`config.mk`:
```
export PLATFORM = sky130hd
export DESIGN_NAME = lcd_timing_gen
export DESIGN_NICKNAME = d
export VERILOG_FILES = /design/src/rtl/lcd_timing_gen.sv
export SDC_FILE = /design/constraint.sdc
export NUM_CORES = 1
export LEC_CHECK = 0
export CORE_MARGIN = 4
export CORE_UTILIZATION = 45
export CTS_CLUSTER_DIAMETER = 40
export CTS_CLUSTER_SIZE = 40
export DETAILED_ROUTE_END_ITERATION = 10
export GPL_ROUTABILITY_DRIVEN = 0
export GPL_TIMING_DRIVEN = 0
export HOLD_SLACK_MARGIN = 0.03
export PLACE_DENSITY = 0.75
export SLEW_MARGIN = 20
export SYNTH_ARGS = -nofsm -noshare
export SYNTH_HDL_FRONTEND = slang
export SYNTH_SLANG_ARGS = --single-unit
```
`constraint.sdc`:
```
create_clock -name tx_sclk -period 3 [get_ports tx_sclk]
set_input_delay 0.45 -clock tx_sclk [delete_from_list [all_inputs] [get_ports tx_sclk]]
set_output_delay 0.45 -clock tx_sclk [all_outputs]
set_load 0.005 [all_outputs]
```
`src/rtl/lcd_timing_gen.sv`:
```
// lcd_timing_gen
//
// Free-running LCD raster timing generator in the LVDS tx_sclk domain. Produces the
// h_valid/v_valid window for the line buffer, composite de, active-high hsync/vsync,
// a frame_start pulse on pixel (0,0) and a line_req pulse one line ahead so the buffer
// can prefetch the next active line.
//
// Ports
//   tx_sclk         in   pixel clock
//   rstn_final_tmp  in   asynchronous active-low reset
//   enable          in   run request; only sampled at the last pixel of a frame while running
//   h_valid/v_valid out  horizontal / vertical active region
//   de              out  h_valid & v_valid
//   hsync/vsync     out  active-high syncs
//   frame_start     out  one-cycle pulse at x=0, y=0
//   line_req        out  one-cycle pulse asking for the next active line
//   x_cnt/y_cnt     out  raster position
//   pixel_r/g/b     out  colour-bar pattern pixel
//
// Configuration
//   LCD_TIMING_PATTERN_EN  when defined, pixel_r/g/b carry 8 vertical colour bars
//                          (white, yellow, cyan, green, magenta, red, blue, black) gated
//                          by de; otherwise they are tied to 0.
//
// All outputs are registered from the next-state position so every output in a given
// cycle describes the same (x_cnt, y_cnt).

module lcd_timing_gen #(
   parameter int unsigned H_ACTIVE = 1024,
   parameter int unsigned H_FP     = 24,
   parameter int unsigned H_SYNC   = 136,
   parameter int unsigned H_BP     = 160,
   parameter int unsigned V_ACTIVE = 600,
   parameter int unsigned V_FP     = 3,
   parameter int unsigned V_SYNC   = 6,
   parameter int unsigned V_BP     = 29
) (
   input  logic        tx_sclk,
   input  logic        rstn_final_tmp,
   input  logic        enable,
   output logic        h_valid,
   output logic        v_valid,
   output logic        de,
   output logic        hsync,
   output logic        vsync,
   output logic        frame_start,
   output logic        line_req,
   output logic [11:0] x_cnt,
   output logic [11:0] y_cnt,
   output logic [7:0]  pixel_r,
   output logic [7:0]  pixel_g,
   output logic [7:0]  pixel_b
);

   localparam int unsigned H_TOTAL = H_ACTIVE + H_FP + H_SYNC + H_BP;
   localparam int unsigned V_TOTAL = V_ACTIVE + V_FP + V_SYNC + V_BP;

   localparam logic [11:0] XLast     = 12'(H_TOTAL - 1);
   localparam logic [11:0] YLast     = 12'(V_TOTAL - 1);
   localparam logic [11:0] XActive   = 12'(H_ACTIVE);
   localparam logic [11:0] YActive   = 12'(V_ACTIVE);
   localparam logic [11:0] YActLast  = 12'(V_ACTIVE - 1);
   localparam logic [11:0] HSyncBeg  = 12'(H_ACTIVE + H_FP);
   localparam logic [11:0] HSyncEnd  = 12'(H_ACTIVE + H_FP + H_SYNC);
   localparam logic [11:0] VSyncBeg  = 12'(V_ACTIVE + V_FP);
   localparam logic [11:0] VSyncEnd  = 12'(V_ACTIVE + V_FP + V_SYNC);

   typedef enum logic [0:0] {
      StIdle,
      StRun
   } state_e;

   state_e      st_q, st_d;
   logic [11:0] x_q, x_d;
   logic [11:0] y_q, y_d;
   logic        run_d;

   logic h_valid_q, h_valid_d;
   logic v_valid_q, v_valid_d;
   logic de_q, de_d;
   logic hsync_q, hsync_d;
   logic vsync_q, vsync_d;
   logic frame_start_q, frame_start_d;
   logic line_req_q, line_req_d;

   // Next raster position and state.
   always_comb begin
      st_d = st_q;
      x_d  = x_q;
      y_d  = y_q;
      unique case (st_q)
         StIdle: begin
            if (enable) begin
               st_d = StRun;
            end
         end
         StRun: begin
            if (x_q == XLast) begin
               x_d = '0;
               if (y_q == YLast) begin
                  y_d = '0;
                  // Frame boundary is the only point where a stop request is honoured.
                  if (!enable) begin
                     st_d = StIdle;
                  end
               end else begin
                  y_d = y_q + 12'd1;
               end
            end else begin
               x_d = x_q + 12'd1;
            end
         end
      endcase
      // IDLE always holds (and RUN always enters at) the origin.
      if (st_d == StIdle || st_q == StIdle) begin
         x_d = '0;
         y_d = '0;
      end
   end

   // Outputs are decoded from the next position so they line up with x_cnt/y_cnt.
   always_comb begin
      run_d         = (st_d == StRun);
      h_valid_d     = run_d & (x_d < XActive);
      v_valid_d     = run_d & (y_d < YActive);
      de_d          = h_valid_d & v_valid_d;
      hsync_d       = run_d & (x_d >= HSyncBeg) & (x_d < HSyncEnd);
      vsync_d       = run_d & (y_d >= VSyncBeg) & (y_d < VSyncEnd);
      frame_start_d = run_d & (x_d == 12'd0) & (y_d == 12'd0);
      // Request the next line at the end of the active part of any line whose
      // successor is active; the last frame line requests line 0 of the next frame.
      // Entering RUN also requests line 0, since no previous frame did.
      line_req_d    = run_d & ((st_q == StIdle) |
                               ((x_d == XActive) & ((y_d < YActLast) | (y_d == YLast))));
   end

   always_ff @(posedge tx_sclk or negedge rstn_final_tmp) begin
      if (!rstn_final_tmp) begin
         st_q          <= StIdle;
         x_q           <= '0;
         y_q           <= '0;
         h_valid_q     <= 1'b0;
         v_valid_q     <= 1'b0;
         de_q          <= 1'b0;
         hsync_q       <= 1'b0;
         vsync_q       <= 1'b0;
         frame_start_q <= 1'b0;
         line_req_q    <= 1'b0;
      end else begin
         st_q          <= st_d;
         x_q           <= x_d;
         y_q           <= y_d;
         h_valid_q     <= h_valid_d;
         v_valid_q     <= v_valid_d;
         de_q          <= de_d;
         hsync_q       <= hsync_d;
         vsync_q       <= vsync_d;
         frame_start_q <= frame_start_d;
         line_req_q    <= line_req_d;
      end
   end

   assign h_valid     = h_valid_q;
   assign v_valid     = v_valid_q;
   assign de          = de_q;
   assign hsync       = hsync_q;
   assign vsync       = vsync_q;
   assign frame_start = frame_start_q;
   assign line_req    = line_req_q;
   assign x_cnt       = x_q;
   assign y_cnt       = y_q;

`ifdef LCD_TIMING_PATTERN_EN
   localparam logic [11:0] BarLast = 12'(H_ACTIVE / 8 - 1);

   // bar_pos/bar_idx track the pixel at x_cnt: position within the bar and bar number.
   logic [11:0] bar_pos_q, bar_pos_d;
   logic [2:0]  bar_idx_q, bar_idx_d;
   logic [7:0]  pix_r_q, pix_r_d;
   logic [7:0]  pix_g_q, pix_g_d;
   logic [7:0]  pix_b_q, pix_b_d;

   always_comb begin
      bar_pos_d = bar_pos_q + 12'd1;
      bar_idx_d = bar_idx_q;
      if (x_d == 12'd0) begin
         bar_pos_d = '0;
         bar_idx_d = '0;
      end else if (bar_pos_q == BarLast) begin
         bar_pos_d = '0;
         bar_idx_d = bar_idx_q + 3'd1;
      end
      // Bar index bits map straight to the missing colour components:
      // red absent on idx 2,3,6,7; green absent on 4..7; blue absent on odd idx.
      pix_r_d = {8{de_d & ~bar_idx_d[1]}};
      pix_g_d = {8{de_d & ~bar_idx_d[2]}};
      pix_b_d = {8{de_d & ~bar_idx_d[0]}};
   end

   always_ff @(posedge tx_sclk or negedge rstn_final_tmp) begin
      if (!rstn_final_tmp) begin
         bar_pos_q <= '0;
         bar_idx_q <= '0;
         pix_r_q   <= '0;
         pix_g_q   <= '0;
         pix_b_q   <= '0;
      end else begin
         bar_pos_q <= bar_pos_d;
         bar_idx_q <= bar_idx_d;
         pix_r_q   <= pix_r_d;
         pix_g_q   <= pix_g_d;
         pix_b_q   <= pix_b_d;
      end
   end

   assign pixel_r = pix_r_q;
   assign pixel_g = pix_g_q;
   assign pixel_b = pix_b_q;
`else
   assign pixel_r = '0;
   assign pixel_g = '0;
   assign pixel_b = '0;
`endif

endmodule

```
==> metrics, run 1 <==
register bit count reported by yosys 32; row count 24; Final setup viols 0; H-tree levels 2; cell count along the critical path 9; Worst-path clk slew 0.08 ns; TNS Setup 0 ns; Setup CP Type reg2reg; ANT nets after route 0; DP Wirelength 3933 um; DRT Pass-1 Iters 4; CP max-delay cell a21o_1; Via density ~5.5; Worst Setup Start Kind flop; CTS Sinks 32; first-pass GRT wire length 9018 um; Peak VDD IR 0.2603 mV; clk_lat worst skew 0.29 ns; CP required between 3 and 4 ns; Slew Limit Fails 0; IO buf count 33; critical path cell sequence buf_2, nor3b_1, and4_1, clkbuf_1, a21o_1, nor2_1, nor4_1, nand2_1, o32ai_1; Post-layout nets 313; DRT Wirelength 5273 um; asr flop ratio synth 100.0%; Top Ports 58; CP endpoint kind flop; crit path from x_cnt[6]; crit-path leading delay family simple AND/OR/NAND/NOR gates; Buf/Inv on CP 2; Leakage 1.186 nW; synth warn 0; Worst Hold Slack 0.2068 ns; DRC viols 0; post-synthesis cell type count 52; flop-to-flop setup slack ~0.18 ns; post-synthesis sequential area ratio 37.14%; worst r2r src x_cnt[6]; die area 5962 um2; area of the core 4504 um2; GR Util All Layers 18.72%; layout cell share with drive strength beyond 1 15.91%; vias in the first global route 1896; final count of hold timing violations 0; main flop type after synthesis dfrtp_1; ant diodes 0; pwr dens 487.8 nW/um2; relative slew slack 51.74%; post-cts gate resize count 0; clock root buffer clkbuf_8; unrepaired setup endpoints after global routing no; highest clock rate between 0.3 and 0.4 GHz; CP peak stage delay 0.39 ns; crit path time final 2.824 ns; First DRT Iteration DRCs 154; worst slew pin tran 0.7239 ns; cell area after synthesis 2156 um2; largest net degree at the start of global routing 33; RR Endpoint vsync; Worst Reg-to-Reg Cells 9; Post-CTS Hold Buffers 0; DR vias 1984; Die Y 77.22 um; max-cap viol count 0; Syn Area/Cell 8.835 um2; Worst Skew approximately 0.014 ns; cts bufs inserted 5; Gate Count Post-Synth 244; Hold WC Path Type in2async; final worst-path cycle share 94.14%; TritonCTS clock tree built; Post-synth EDFFs 0; Overflow after GRT 0; Avg WL per Cell roughly 15 um; worst-case clock buffer depth 2; Layout Area Growth over Synthesis 27.97%; antenna violations before repair 0; CP max FO 8; Initial Utilization 47.86%; Die X-Extent 77.22 um; status complete, no violations; Worst Path Arrival 2.99 ns; Post-CTS Setup Bufs 0
[power breakdown]
part | internal, W | switching [W]
registers | 0.000478 | 0.0000578
logic | 0.000183 | 0.000166
clock network | 0.000293 | 0.000168
[sequential cells by signal (all words and copies together), names as in the netlist]
| name | cells |
|---|---|
| x_cnt | 12 |
| y_cnt | 12 |
| de | 1 |
| frame_start | 1 |
| h_valid | 1 |
| hsync | 1 |
| line_req | 1 |
| st_q | 1 |
| v_valid | 1 |
| vsync | 1 |
[logic make-up (layout without fill, tap and decap cells)]
group           after synthesis  in the layout  synth area share, %
simple gates                114            114                30.30
buf+inv                      40             81                11.32
other cells                   1             24               0.1739
mux                           2              2               0.9866
fa+ha+maj                     3              3                1.741
compound gates               37             37                12.25
flops                        32             32                37.14
xor+xnor                     15             15                6.094
[how the worst max path moves through the flow]
stage                          end  slack [ns]
final                        vsync        0.18
after global placement       vsync        0.26
after floorplan           line_req        0.54
after CTS                    vsync        0.21
after detailed placement     vsync        0.24
after global routing      line_req        0.02
[per-layer routing]
metal / up-vias / GRT usage (%) / wire (um)
li1: 972 / - / -
met1: 917 / 25.96 / 2410
met2: 86 / 27.89 / 2373
met3: 9 / 3.981 / 377
met4: 0 / 8.363 / 111
met5: - / 0 / 0
[layout by cell type (no fill, tap or decap), drive strengths merged, types with 6 or more instances in the layout]
cell,instances
dfrtp,32
o21ai,6
a21oi,11
nand4,10
nand3,14
clkbuf,12
clkdlybuf4s50,32
conb,24
xnor2,11
inv,8
buf,28
nor3,10
nor4,8
nand2,18
nor2,29
[synthesized netlist by cell type, types with 2 or more instances]
| cell type | n | area share, % |
|---|---|---|
| a21o_1 | 2 | 0.70 |
| a21oi_1 | 9 | 2.1 |
| a311oi_1 | 2 | 0.81 |
| and2_1 | 4 | 1.2 |
| and3_1 | 2 | 0.58 |
| and4_1 | 4 | 1.6 |
| buf_2 | 3 | 0.70 |
| buf_4 | 24 | 8.4 |
| clkbuf_1 | 5 | 0.87 |
| dfrtp_1 | 32 | 37 |
| ha_1 | 3 | 1.7 |
| inv_1 | 8 | 1.4 |
| nand2_1 | 18 | 3.1 |
| nand3_1 | 12 | 2.8 |
| nand3_2 | 2 | 0.93 |
| nand3b_1 | 3 | 1.0 |
| nand4_1 | 9 | 2.6 |
| nor2_1 | 29 | 5.0 |
| nor3_1 | 10 | 2.3 |
| nor4_1 | 5 | 1.5 |
| nor4_2 | 3 | 1.7 |
| o21ai_0 | 6 | 1.4 |
| o31ai_1 | 4 | 1.4 |
| or3_1 | 3 | 0.87 |
| or4_1 | 2 | 0.70 |
| xnor2_1 | 11 | 4.5 |
| xor2_1 | 4 | 1.6 |
[through the flow]
stage	setup slack (ns)	instances	total power, W	utilization [%]	instance area (um2)
2_1_floorplan	0.5391	267	0.0007444	-	2242
3_3_place_gp	0.2616	352	0.0008867	58.56	2638
3_5_place_dp	0.2428	352	0.0008929	58.44	2633
4_1_cts	0.2098	360	0.001354	61.25	2759
5_1_grt	0.02469	360	0.001416	61.25	2759
6_report	0.1759	360	0.001346	61.25	2759
[layout make-up]
class | instances | area [um2]
Timing Repair Buffer | 33 | 325.3
Sequential cell | 32 | 800.8
Clock inverter | 1 | 30.03
Tap cell | 52 | 65.06
Clock buffer | 7 | 96.34
Fill cell | 400 | 1745
Buffer | 32 | 214.0
Multi-Input combinational cell | 195 | 1197
Inverter | 8 | 30.03
No activity file was read; power rests on OpenSTA's default activity.
==> inputs of run 2 (changes only) <==
--- a/config.mk
+++ b/config.mk
@@ -5,13 +5,12 @@
 export SDC_FILE = /design/constraint.sdc
 export NUM_CORES = 1
 export LEC_CHECK = 0
-export CORE_MARGIN = 4
 export CORE_UTILIZATION = 45
 export CTS_CLUSTER_DIAMETER = 40
 export CTS_CLUSTER_SIZE = 40
 export DETAILED_ROUTE_END_ITERATION = 10
 export GPL_ROUTABILITY_DRIVEN = 0
-export GPL_TIMING_DRIVEN = 0
+export GPL_TIMING_DRIVEN = 1
 export HOLD_SLACK_MARGIN = 0.03
 export PLACE_DENSITY = 0.75
 export SLEW_MARGIN = 20
==> metrics, run 2 (synthesis gave the netlist of run 1 again) <==
status finished with violations; failing checks design-rule violations; Worst-path clk slew 0.07 ns; number of fill cells 381; Final setup viols 0; Setup CP Type reg2reg; pwr dens roughly 480 nW/um2; unrepaired setup endpoints after global routing no; largest net degree at the start of global routing 33; Post-layout nets ~290; worst-case clock buffer depth 2; cell count after placement approximately 330; Leakage 1.052 nW; Pint 0.0008449 W; CP endpoint kind flop; row count 24; TNS Setup 0 ns; most frequent cells in the layout 33 x clkdlybuf4s50_1, 32 x dfrtp_1, 29 x nor2_1, 24 x conb_1, 18 x nand2_1; DR vias roughly 1900; Multi-input gate area about 1200 um2; Avg WL per Cell 15.89 um; DRT Pass-1 Iters 8; IO buf count 33; CP max-delay cell or4_4; Reg area between 800 and 900 um2; DRC viols 4; Clk pwr share 29.4%; CP required 3.17 ns; Worst Skew 0.009017 ns; First DRT Iteration DRCs 259; Initial Utilization 48.18%; NetSw 0.0003839 W; crit path time final 2.802 ns; Peak VDD IR ~0.26 mV; CTS Sinks 32; Die X-Extent 71.22 um; Worst Hold Slack 0.5317 ns; highest clock rate 0.3568 GHz; Overflow after GRT 0; max-cap viol count 0; ant diodes 0; area of the core approximately 4500 um2; Post-CTS Setup Bufs 0; Hold WC Path Type reg2reg; Top Ports 58; crit-path leading delay family simple AND/OR/NAND/NOR gates; clk_lat worst skew 0.28 ns; commonest non-fill, non-tap cell in the layout clkdlybuf4s50_1; cts bufs inserted 5; TritonCTS clock tree built; Flop pwr share 44.6%; ANT nets after route 0; H-tree levels 2; final worst-path cycle share 93.41%; antenna violations before repair 0; final count of hold timing violations 0; worst slew pin tran about 0.54 ns; Die Y 71.22 um; Slew Limit Fails 0; DRT Wirelength 5277 um; relative slew slack 63.85%; first-pass GRT wire length approximately 8700 um; vias in the first global route 1748; CP peak stage delay 0.57 ns; Sw Ratio 31.24%; Worst Path Arrival 2.97 ns; die area 5072 um2; layout cell share with drive strength beyond 1 10.71%; Layout Area Growth over Synthesis 19.91%; Via density 5.678; clock root buffer clkbuf_8; GR Util All Layers 22.13%; Worst Setup Start Kind flop; critical path cell sequence ha_1, and2_1, nand4_4, or4_4, a21oi_4, nand3_2, nor3_1, a311oi_1, a211o_1; DP Wirelength 3788 um; combinational power share 26.0%; Buf/Inv on CP 0; CP max FO 12; Finished Layout Cells roughly 330
==> run 2: cell types whose count changed in the layout (fill, tap and decap cells not counted), sizes merged <==
cell,previous run,this run
bufinv,1,0
buf,28,5
clkbuf,12,7
clkdlybuf4s50,32,33
==> run 2: timing repair <==
item                                    in CTS  in global routing
hold buffers                                 0                  0
resized for setup                            0                  6
endpoints found under the setup margin       0                  3
==> run 2: worst reg2reg max path, delay by kind of cell, from the launching register on <==
kind / cells / cell delay (ns)
flops: 1 / 0.42
compound gates: 3 / 0.63
simple gates: 5 / 1.39
fa+ha+maj: 1 / 0.25
==> run 2: path summary, 6_finish.rpt <==
kind,startpoint,to,slack [ns],cells after the start
setup / recovery,x_cnt[0],line_req,0.20,9
hold / removal,x_cnt[0],x_cnt[0],0.53,1
setup reg to reg,x_cnt[0],line_req,0.20,9
hold reg to reg,x_cnt[0],x_cnt[0],0.53,1
max in group asynchronous,rstn_final_tmp,x_cnt[5],2.14,2
min in group asynchronous,rstn_final_tmp,y_cnt[1],0.56,2
==> run 2: power by group through the flow <==
stage          Clock (W)  Sequential, W  Combinational, W
5_1_grt         0.000390       0.000557          0.000358
2_1_floorplan          0       0.000541          0.000203
4_1_cts         0.000367       0.000547          0.000319
6_report        0.000361       0.000548          0.000320
3_5_place_dp           0       0.000555          0.000317
3_3_place_gp           0       0.000552          0.000316
==> run 2: final cells by class <==
class,instances,area share [%]
clock buffers,7,3.727
flip-flops and latches,32,30.98
repair buffers,38,14.23
multi-input cells,195,47.39
inverters,8,1.162
well taps,52,2.517
==> run 2: routing by layer <==
layer,share of wire [%],global-route usage (%),vias up,routed length (um)
met5,0,0,-,0
met4,1.8,9.333,0,93
met3,7.4,6.048,9,391
met2,46,32.49,93,2404
met1,45,30.83,877,2389
li1,-,-,906,-
==> run 2: per-stage QoR <==
stage | utilization (%) | instance area, um2 | setup slack [ns] | total power, W
after floorplan | - | 2242 | 0.5391 | 0.0007444
after global placement | 55.01 | 2461 | 0.2609 | 0.0008682
after detailed placement | 55.01 | 2461 | 0.1705 | 0.0008724
after CTS | 57.16 | 2557 | 0.1477 | 0.001233
after global routing | 57.77 | 2585 | 0.006236 | 0.001306
final | 57.77 | 2585 | 0.1977 | 0.001229
==> inputs of run 3 (changes only) <==
--- a/config.mk
+++ b/config.mk
@@ -5,6 +5,7 @@
 export SDC_FILE = /design/constraint.sdc
 export NUM_CORES = 1
 export LEC_CHECK = 0
+export ABC_AREA = 1
 export CORE_UTILIZATION = 45
 export CTS_CLUSTER_DIAMETER = 40
 export CTS_CLUSTER_SIZE = 40
@@ -12,7 +13,7 @@
 export GPL_ROUTABILITY_DRIVEN = 0
 export GPL_TIMING_DRIVEN = 1
 export HOLD_SLACK_MARGIN = 0.03
-export PLACE_DENSITY = 0.75
+export PLACE_DENSITY = 0.74
 export SLEW_MARGIN = 20
 export SYNTH_ARGS = -nofsm -noshare
 export SYNTH_HDL_FRONTEND = slang
==> metrics, run 3 <==
crit-path leading delay family simple AND/OR/NAND/NOR gates; ANT nets after route 0; leading area contributor after synthesis dfrtp_1; antenna violations before repair 0; Gate Count Post-Synth around 330; Worst Setup Start Kind flop; Overflow after GRT 0; Via density 5.079; wire length on met1 2422 um; Leakage 1.318 nW; Worst Hold Slack 0.5527 ns; Post-synth EDFFs 0; share of the synthesized area in the top cell type approximately 34%; crit path time final 2.644 ns; DRT Wirelength between 5000 and 6000 um; Peak VDD IR around 0.5 mV; CP endpoint kind flop; Worst Path Arrival 2.86 ns; die area 5495 um2; DRC viols 0; highest clock rate around 0.38 GHz; commonest non-fill, non-tap cell in the layout nand2_1; cell area after synthesis between 2000 and 2500 um2; post-synthesis cell type count 32; unrepaired setup endpoints after global routing no; Post-CTS Hold Buffers 0; synth warn 0; Slew Limit Fails 0; clk_lat worst skew between 0.2 and 0.3 ns; pwr dens 487.7 nW/um2; CP max-delay cell nor4_1; most frequent cells in the layout 75 x nand2_1, 46 x nor2_1, 36 x inv_1, 33 x clkdlybuf4s50_1, 32 x dfrtp_1; worst-case clock buffer depth 2; synth top area cells dfrtp_1 34%, nand2_1 12%, buf_4 8.0%, nor2_1 7.4%, nand3_1 6.0%; DP Wirelength roughly 4400 um; max-cap viol count 0; final worst-path cycle share 88.15%; relative slew slack 59.00%; final count of hold timing violations 0; cts bufs inserted 5; vias in the first global route 2027; CTS Sinks 32; first-pass GRT wire length ~9400 um; Setup CP Type reg2reg; GR Util All Layers 22.78%; TNS Setup 0 ns; ant diodes 0; detailed route wirelength on metal2 about 2800 um; Post-layout nets 371; post-cts gate resize count 0; TritonCTS clock tree built; Post-CTS Setup Bufs 0; max layer used met4; Top Ports 58; Layout Area Growth over Synthesis 18.12%; Worst Skew 0.005309 ns; Hold WC Path Type in2async; Avg WL per Cell 13.42 um; Die Y 74.13 um; CP required 3.21 ns; main flop type after synthesis dfrtp_1; First DRT Iteration DRCs ~180; critical path cell sequence ha_1, nand2_1, inv_2, nand3_2, nor2_4, nand2_2, nand2_4, nor2_1, nor4_1, nand4_1, a21boi_2; DRT Pass-1 Iters 5; register bit count reported by yosys 32; layout cell share with drive strength beyond 1 13.39%; H-tree levels 2; Initial Utilization between 40% and 50%; Die X-Extent 74.13 um; CP max FO 14; Buf/Inv on CP 1; clock root buffer clkbuf_8; status complete, no violations; post-synthesis sequential area ratio 34.21%; DR vias 2199; WL met3 451 um; Worst-path clk slew about 0.070 ns; worst slew pin tran 0.6095 ns; IO buf count 33; largest net degree at the start of global routing 33; CP peak stage delay 0.58 ns; most frequent cell after synthesis nand2_1; row count 25; Syn Area/Cell around 7.2 um2; Post-synth top cells 75 x nand2_1, 46 x nor2_1, 36 x inv_1; area of the core slightly below 5000 um2; asr flop ratio synth 100.0%; Final setup viols 0
[run 3: changes by cell type after synthesis, sizes merged, moves of 5 or more]
cell / delta
inv: +34
clkbuf: -5
nand2: +66
nor2: +28
xnor2: -10
a21oi: -6
nor4: -7
nand3: +17
[run 3: final timing paths]
path	start	end	slack, ns	cells after the start
setup / recovery	x_cnt[0]	vsync	0.36	11
hold / removal	rstn_final_tmp	x_cnt[4]	0.55	2
setup reg to reg	x_cnt[0]	vsync	0.36	11
hold reg to reg	x_cnt[0]	x_cnt[0]	0.55	1
max in group asynchronous	rstn_final_tmp	hsync	2.14	2
min in group tx_sclk	x_cnt[0]	x_cnt[0]	0.55	1
[run 3: logic make-up (layout without fill, tap and decap cells)]
logic type / count (synthesis) / in the layout / synth area share (%)
adder cells (fa/ha/maj): 3 / 3 / 1.604
other: 1 / 24 / 0.1602
buffers and inverters: 68 / 85 / 15.23
flip-flops: 32 / 32 / 34.21
XOR/XNOR: 8 / 8 / 2.993
AO/OA/AOI/OAI: 13 / 13 / 3.795
AND/OR/NAND/NOR: 201 / 201 / 42.01
[run 3: where the power goes]
part / leakage [nW] / internal (W) / total (W) / switching [W]
clock: 0.0552 / 0.000246 / 0.000411 / 0.000164
combinational: 0.852 / 0.000167 / 0.000388 / 0.000221
sequential: 0.411 / 0.000481 / 0.000550 / 0.0000684
[run 3: routing by layer]
layer	global-route usage, %	vias to the layer above
met2	36.36	105
met4	10.26	0
li1	-	1059
met1	29.58	1019
met3	5.014	16
met5	0	-
[run 3: metrics by stage]
stage | worst slack [ns] | utilization, % | power (W) | std cells | cell area, um2
2_1_floorplan | 1.052 | - | 0.0007850 | 349 | 2427
3_3_place_gp | 0.4716 | 54.81 | 0.0009275 | 425 | 2658
3_5_place_dp | 0.4578 | 54.81 | 0.0009327 | 425 | 2658
4_1_cts | 0.4377 | 57.03 | 0.001350 | 433 | 2765
5_1_grt | 0.1340 | 57.03 | 0.001418 | 433 | 2765
6_report | 0.3556 | 57.03 | 0.001349 | 433 | 2765
[run 3: area by class of cell]
| class | instances | area, um2 |
|---|---|---|
| fillers | 460 | 2083 |
| repair buffers | 35 | 345.3 |
| multi-input cells | 249 | 1270 |
| clock buffers | 6 | 72.57 |
| inverters | 42 | 157.7 |
| clock inverters | 2 | 35.03 |
| flip-flops and latches | 32 | 800.8 |
| well taps | 67 | 83.83 |
[run 3: worst reg2reg max path: stages, from the launching register on]
cell and delay (ns):
dfrtp_1 0.41, ha_1 0.22, nand2_1 0.11, inv_2 0.10, nand3_2 0.11, nor2_4 0.35
nand2_2 0.11, nand2_4 0.13, nor2_1 0.11, nor4_1 0.58, nand4_1 0.19, a21boi_2 0.17
